==> config.mk <==
export PLATFORM = sky130hd
export DESIGN_NAME = fetch_top
export DESIGN_NICKNAME = d
export VERILOG_FILES = /design/src/rtl/fetch_top.sv
export SDC_FILE = /design/constraint.sdc
export NUM_CORES = 1
export LEC_CHECK = 0
export CORE_ASPECT_RATIO = 0.8
export CORE_MARGIN = 3
export CORE_UTILIZATION = 57
export CTS_CLUSTER_DIAMETER = 100
export CTS_CLUSTER_SIZE = 10
export DETAILED_ROUTE_END_ITERATION = 12
export PLACE_DENSITY = 0.86
export SLEW_MARGIN = 40
export SYNTH_ARGS = -nofsm -noshare
export SYNTH_HDL_FRONTEND = slang
export SYNTH_SLANG_ARGS = --single-unit
==> constraint.sdc <==
create_clock -name clk -period 6.27 [get_ports clk]
set_clock_uncertainty 0.05 [all_clocks]
set_input_delay 0.627 -clock clk [delete_from_list [all_inputs] [get_ports clk]]
set_output_delay 0.627 -clock clk [all_outputs]
set_load 0.03 [all_outputs]
==> src/rtl/fetch_top.sv <==
// Instruction fetch: owns the PC and requests instruction memory over req/ready, then fills the IF/ID register.
// Latency: an instruction enters IF/ID on the edge that ends its imem_ready cycle; with zero-wait memory that is one per cycle.
// Backpressure: if_id_write=0 parks one response in a hold buffer and drops imem_req; pc_write&if_id_write gates the PC advance.
module fetch_top #(
   parameter int                    ADDR_SIZE  = 32,
   parameter int                    INSTR_SIZE = 32,
   parameter logic [ADDR_SIZE-1:0]  RESET_PC   = '0,
   parameter logic [INSTR_SIZE-1:0] NOP_INSTR  = '0
) (
   input  logic                  clk,
   input  logic                  reset,
   input  logic                  pc_write,
   input  logic                  if_id_write,
   input  logic                  branch,
   input  logic [ADDR_SIZE-1:0]  branch_target,
   output logic                  imem_req,
   output logic [ADDR_SIZE-1:0]  imem_addr,
   input  logic                  imem_ready,
   input  logic [INSTR_SIZE-1:0] imem_rdata,
   output logic [ADDR_SIZE-1:0]  pc,
   output logic [INSTR_SIZE-1:0] instruction,
   output logic                  valid
);

   // FETCH issues fetch_pc, HOLD parks a response during a decode stall,
   // DRAIN keeps a branch-killed request alive until memory accepts it.
   typedef enum logic [1:0] {
      S_FETCH = 2'd0,
      S_HOLD  = 2'd1,
      S_DRAIN = 2'd2
   } state_t;

   localparam logic [ADDR_SIZE-1:0] PC_STEP = ADDR_SIZE'(4);

   state_t                  state;
   logic [ADDR_SIZE-1:0]    fetch_pc;
   logic [ADDR_SIZE-1:0]    drain_addr;
   logic [ADDR_SIZE-1:0]    hold_pc;
   logic [INSTR_SIZE-1:0]   hold_instr;
   logic [ADDR_SIZE-1:0]    pc_plus4;
   logic                    advance;

   // Sequential PC increment wraps naturally modulo 2^ADDR_SIZE.
   assign pc_plus4 = fetch_pc + PC_STEP;

   // Decode should never raise pc_write without if_id_write; requiring both keeps the PC and IF/ID in step.
   assign advance = pc_write & if_id_write;

   // Request side is decoded from state so a redirect can issue its target in the cycle right after the branch.
   // Reset forces the request low in the reset cycle itself, whatever state was left behind.
   always_comb begin
      imem_req  = !reset && (state != S_HOLD);
      imem_addr = (state == S_DRAIN) ? drain_addr : fetch_pc;
   end

   // Fetch FSM together with the PC, hold buffer and registered IF/ID outputs.
   always_ff @(posedge clk) begin
      if (reset) begin
         // An outstanding request is simply abandoned; memory tolerates it.
         state       <= S_FETCH;
         fetch_pc    <= RESET_PC;
         drain_addr  <= RESET_PC;
         hold_pc     <= '0;
         hold_instr  <= NOP_INSTR;
         pc          <= '0;
         instruction <= NOP_INSTR;
         valid       <= 1'b0;
      end else if (branch) begin
         // The redirect flushes IF/ID even when decode is stalling, and any
         // buffered response becomes unreachable once we leave HOLD.
         pc          <= '0;
         instruction <= NOP_INSTR;
         valid       <= 1'b0;
         fetch_pc    <= branch_target;
         if ((state == S_FETCH || state == S_DRAIN) && !imem_ready) begin
            // The in-flight request must still complete at its original address.
            // From DRAIN the older killed address is still the one outstanding.
            state <= S_DRAIN;
            if (state == S_FETCH) begin
               drain_addr <= fetch_pc;
            end
         end else begin
            state <= S_FETCH;
         end
      end else begin
         case (state)
            S_FETCH: begin
               if (imem_ready) begin
                  if (if_id_write) begin
                     pc          <= pc_plus4;
                     instruction <= imem_rdata;
                     valid       <= 1'b1;
                     if (advance) begin
                        fetch_pc <= pc_plus4;
                     end
                  end else begin
                     // Decode is stalled: keep the response and stop requesting.
                     // fetch_pc stays put so HOLD can advance past it on release.
                     hold_pc    <= pc_plus4;
                     hold_instr <= imem_rdata;
                     state      <= S_HOLD;
                  end
               end else if (if_id_write) begin
                  pc          <= '0;
                  instruction <= NOP_INSTR;
                  valid       <= 1'b0;
               end
            end

            S_HOLD: begin
               if (if_id_write) begin
                  pc          <= hold_pc;
                  instruction <= hold_instr;
                  valid       <= 1'b1;
                  if (advance) begin
                     fetch_pc <= pc_plus4;
                  end
                  state <= S_FETCH;
               end
            end

            S_DRAIN: begin
               // Nothing real to deliver while the killed request drains; its data is dropped.
               if (if_id_write) begin
                  pc          <= '0;
                  instruction <= NOP_INSTR;
                  valid       <= 1'b0;
               end
               if (imem_ready) begin
                  state <= S_FETCH;
               end
            end

            default: begin
               state <= S_FETCH;
            end
         endcase
      end
   end

endmodule

==> results.json <==
{
  "synth.distinct_cells": 53,
  "worstSkewPairLatency_ns": 0.44,
  "port_buffers": 167,
  "dp_hpwl_um": 17400,
  "design.core.area_mm2": 0.0153,
  "end_kind": "output pin",
  "synthCells": 1088,
  "rsz0062_at_grt": "no",
  "syn_area_mm2": 0.00906,
  "seq_area_frac_synth": 0.431,
  "cts_tree": "done",
  "hold_violations": 0,
  "peakVddDrop_mv": 0.184,
  "worstSetupStartpointType": "flop",
  "root_buffer": "clkbuf_16",
  "htreeDepth": 4,
  "antenna_found_initial": 0,
  "cts_num_sinks": 195,
  "place_ws_ns": 2.61,
  "min_path_type": "flop to flop",
  "worstSetupPathType": "flop to output pin",
  "vias": 8672,
  "cp.required_ns": 5.59,
  "synth_fp_nets": 1163,
  "status": "complete, no violations",
  "die_w_um": 147,
  "totalWireLength_um": 26700,
  "holdWs_ns": 0.403,
  "postCtsSetupBuffers": 0,
  "die-area_mm2": 0.0174,
  "netlist.area_leader.share": 0.431,
  "postCtsResizedCells": 0,
  "arrival_ns": 2.56,
  "grt_pass1_vias": 7979,
  "worst-path-max-fanout": 38,
  "finalSetupTns_ns": 0,
  "p_per_area_mw_per_mm2": 256,
  "stdcell_area_mm2": 0.0112,
  "fmax_mhz": 309,
  "synthTopCellsByArea": "dfxtp_1 43%, nand2_1 7.3%, nor2_1 5.1%, a21oi_1 4.4%, a211oi_1 3.9%",
  "holdBufCountCts": 0,
  "firstDrtPassIters": 6,
  "overflow": 0,
  "place.gp.congestion": 0.883,
  "maxSlewViolCount": 0,
  "min_period_ns": 3.23,
  "ys_warn_count": 0,
  "ys_ff_latch": 195,
  "ys.flop_type": "dfxtp_1",
  "cts_buffers": 17,
  "die_h_um": 119,
  "wl_per_cell_um": 19.2,
  "layout_setup_ws_ns": 3.04,
  "finalSetupViolCount": 0,
  "period_share": 0.516,
  "synth-edff-count": 0,
  "syn_to_final_growth_pct": 23.3,
  "track_usage": 0.298,
  "ant_nets": 0,
  "synth_top_area_cell": "dfxtp_1",
  "p_leak_uw": 0.00377,
  "start_util": 0.593,
  "fin_nets": 1246,
  "rows": 40,
  "placed_cell_area_mm2": 0.0106,
  "grt_max_degree": 86,
  "postSynthAreaPerCell_um2": 8.32,
  "num_io_pins": 168,
  "clk_path_buf_depth": 2,
  "drv_cap": 0,
  "routed_via_density": 6.22,
  "drc_errors": 0,
  "worstMarginPinSlew_ns": 0.737,
  "slew_headroom": 0.509,
  "grt_first_pass_wirelength_um": 42200,
  "diodes": 0,
  "postSynth.asyncResetShare": 0,
  "drive_above_1_share": 0.0777,
  "path_clk_slew_ns": 0.07,
  "drt_iter0_drc": 1059
}
[power by group]
part | leakage, uW | internal, uW | total, uW | switching, uW
logic | 0.00191 | 188 | 469 | 281
clock network | 0.000271 | 555 | 1040 | 489
registers | 0.00159 | 1290 | 1340 | 56.4
total | 0.00377 | 2030 | 2860 | 827
[registers in the layout, indices dropped and copies added (netlist names), named ones only]
register	count
state	2
hold_instr	32
hold_pc	32
instruction	32
drain_addr	32
fetch_pc	32
pc	32
[routing by layer]
layer / share of wire / global-route usage
met5: 0 / 0
met1: 0.41 / 0.408
met2: 0.46 / 0.458
met3: 0.10 / 0.0759
met4: 0.028 / 0.105
[cells in the mapped netlist (all sizes together) (3+ instances only)]
cell,number
xor2,13
nand3,17
and2,6
mux2,30
and4,6
o211a,3
a211oi,47
nor2,123
o211ai,17
dfxtp,195
o22ai,10
inv,8
o21ai,22
nand4,16
a311oi,4
and3,14
o31a,3
buf,42
nand2,175
a21oi,79
mux2i,4
nor3,13
ha,5
or3,3
a221o,5
xnor2,38
a22o,36
nor4,17
a22oi,43
clkbuf,72
[final cells by class]
type	count	area [um2]
Multi-Input combinational cell	771	4660
Fill cell	1104	4100
Sequential cell	195	3900
Timing Repair Buffer	178	1760
Clock buffer	18	439
Tap cell	210	263
Clock inverter	14	114
Inverter	8	30.0
[per-stage QoR]
stage | utilization | power (uW) | std cells
after global placement | 0.694 | 1810 | 1362
after floorplan | - | 1660 | 1088
after detailed placement | 0.695 | 1830 | 1362
final | 0.732 | 2860 | 1394
after global routing | 0.732 | 2940 | 1394
after CTS | 0.731 | 2850 | 1394
[worst paths after layout]
path	startpoint	to	slack, ns	depth (start not counted)
worst max register to register	state[0]	pc[11]	3.35	7
worst min-delay path	drain_addr[9]	drain_addr[9]	0.40	2
worst max-delay path	state[0]	imem_addr[4]	3.04	5
worst min register to register	drain_addr[9]	drain_addr[9]	0.40	2
[placed cells by master (no fill, tap or decap), types with 13 or more instances in the layout]
cell type and instances:
dfxtp_1 195, nand2_1 175, clkdlybuf4s50_1 166, nor2_1 122, a21oi_1 78, a211oi_1 47, a22oi_1 43, xnor2_1 38
a22o_1 36, mux2_2 30, o21ai_0 22, nand3_1 17, o211ai_1 17, clkbuf_16 17, nand4_1 14, and3_1 13
xor2_1 13, nor3_1 13
[kinds of logic (layout without fill, tap and decap cells)]
kind of cell / Yosys count / in the layout / share of synthesized area
simple gates: 399 / 399 / 0.199
compound gates: 282 / 282 / 0.214
xor+xnor: 51 / 51 / 0.0493
flops: 195 / 195 / 0.431
fa+ha+maj: 5 / 5 / 0.00691
mux: 34 / 34 / 0.0417
buf+inv: 122 / 218 / 0.0577
[critical path, stage by stage (launching register included)]
cell,delay [ns]
dfxtp_1,0.35
inv_1,0.11
ha_1,0.17
buf_4,0.44
mux2_2,0.40
clkdlybuf4s50_1,0.62
No activity file was read; power rests on OpenSTA's default activity.
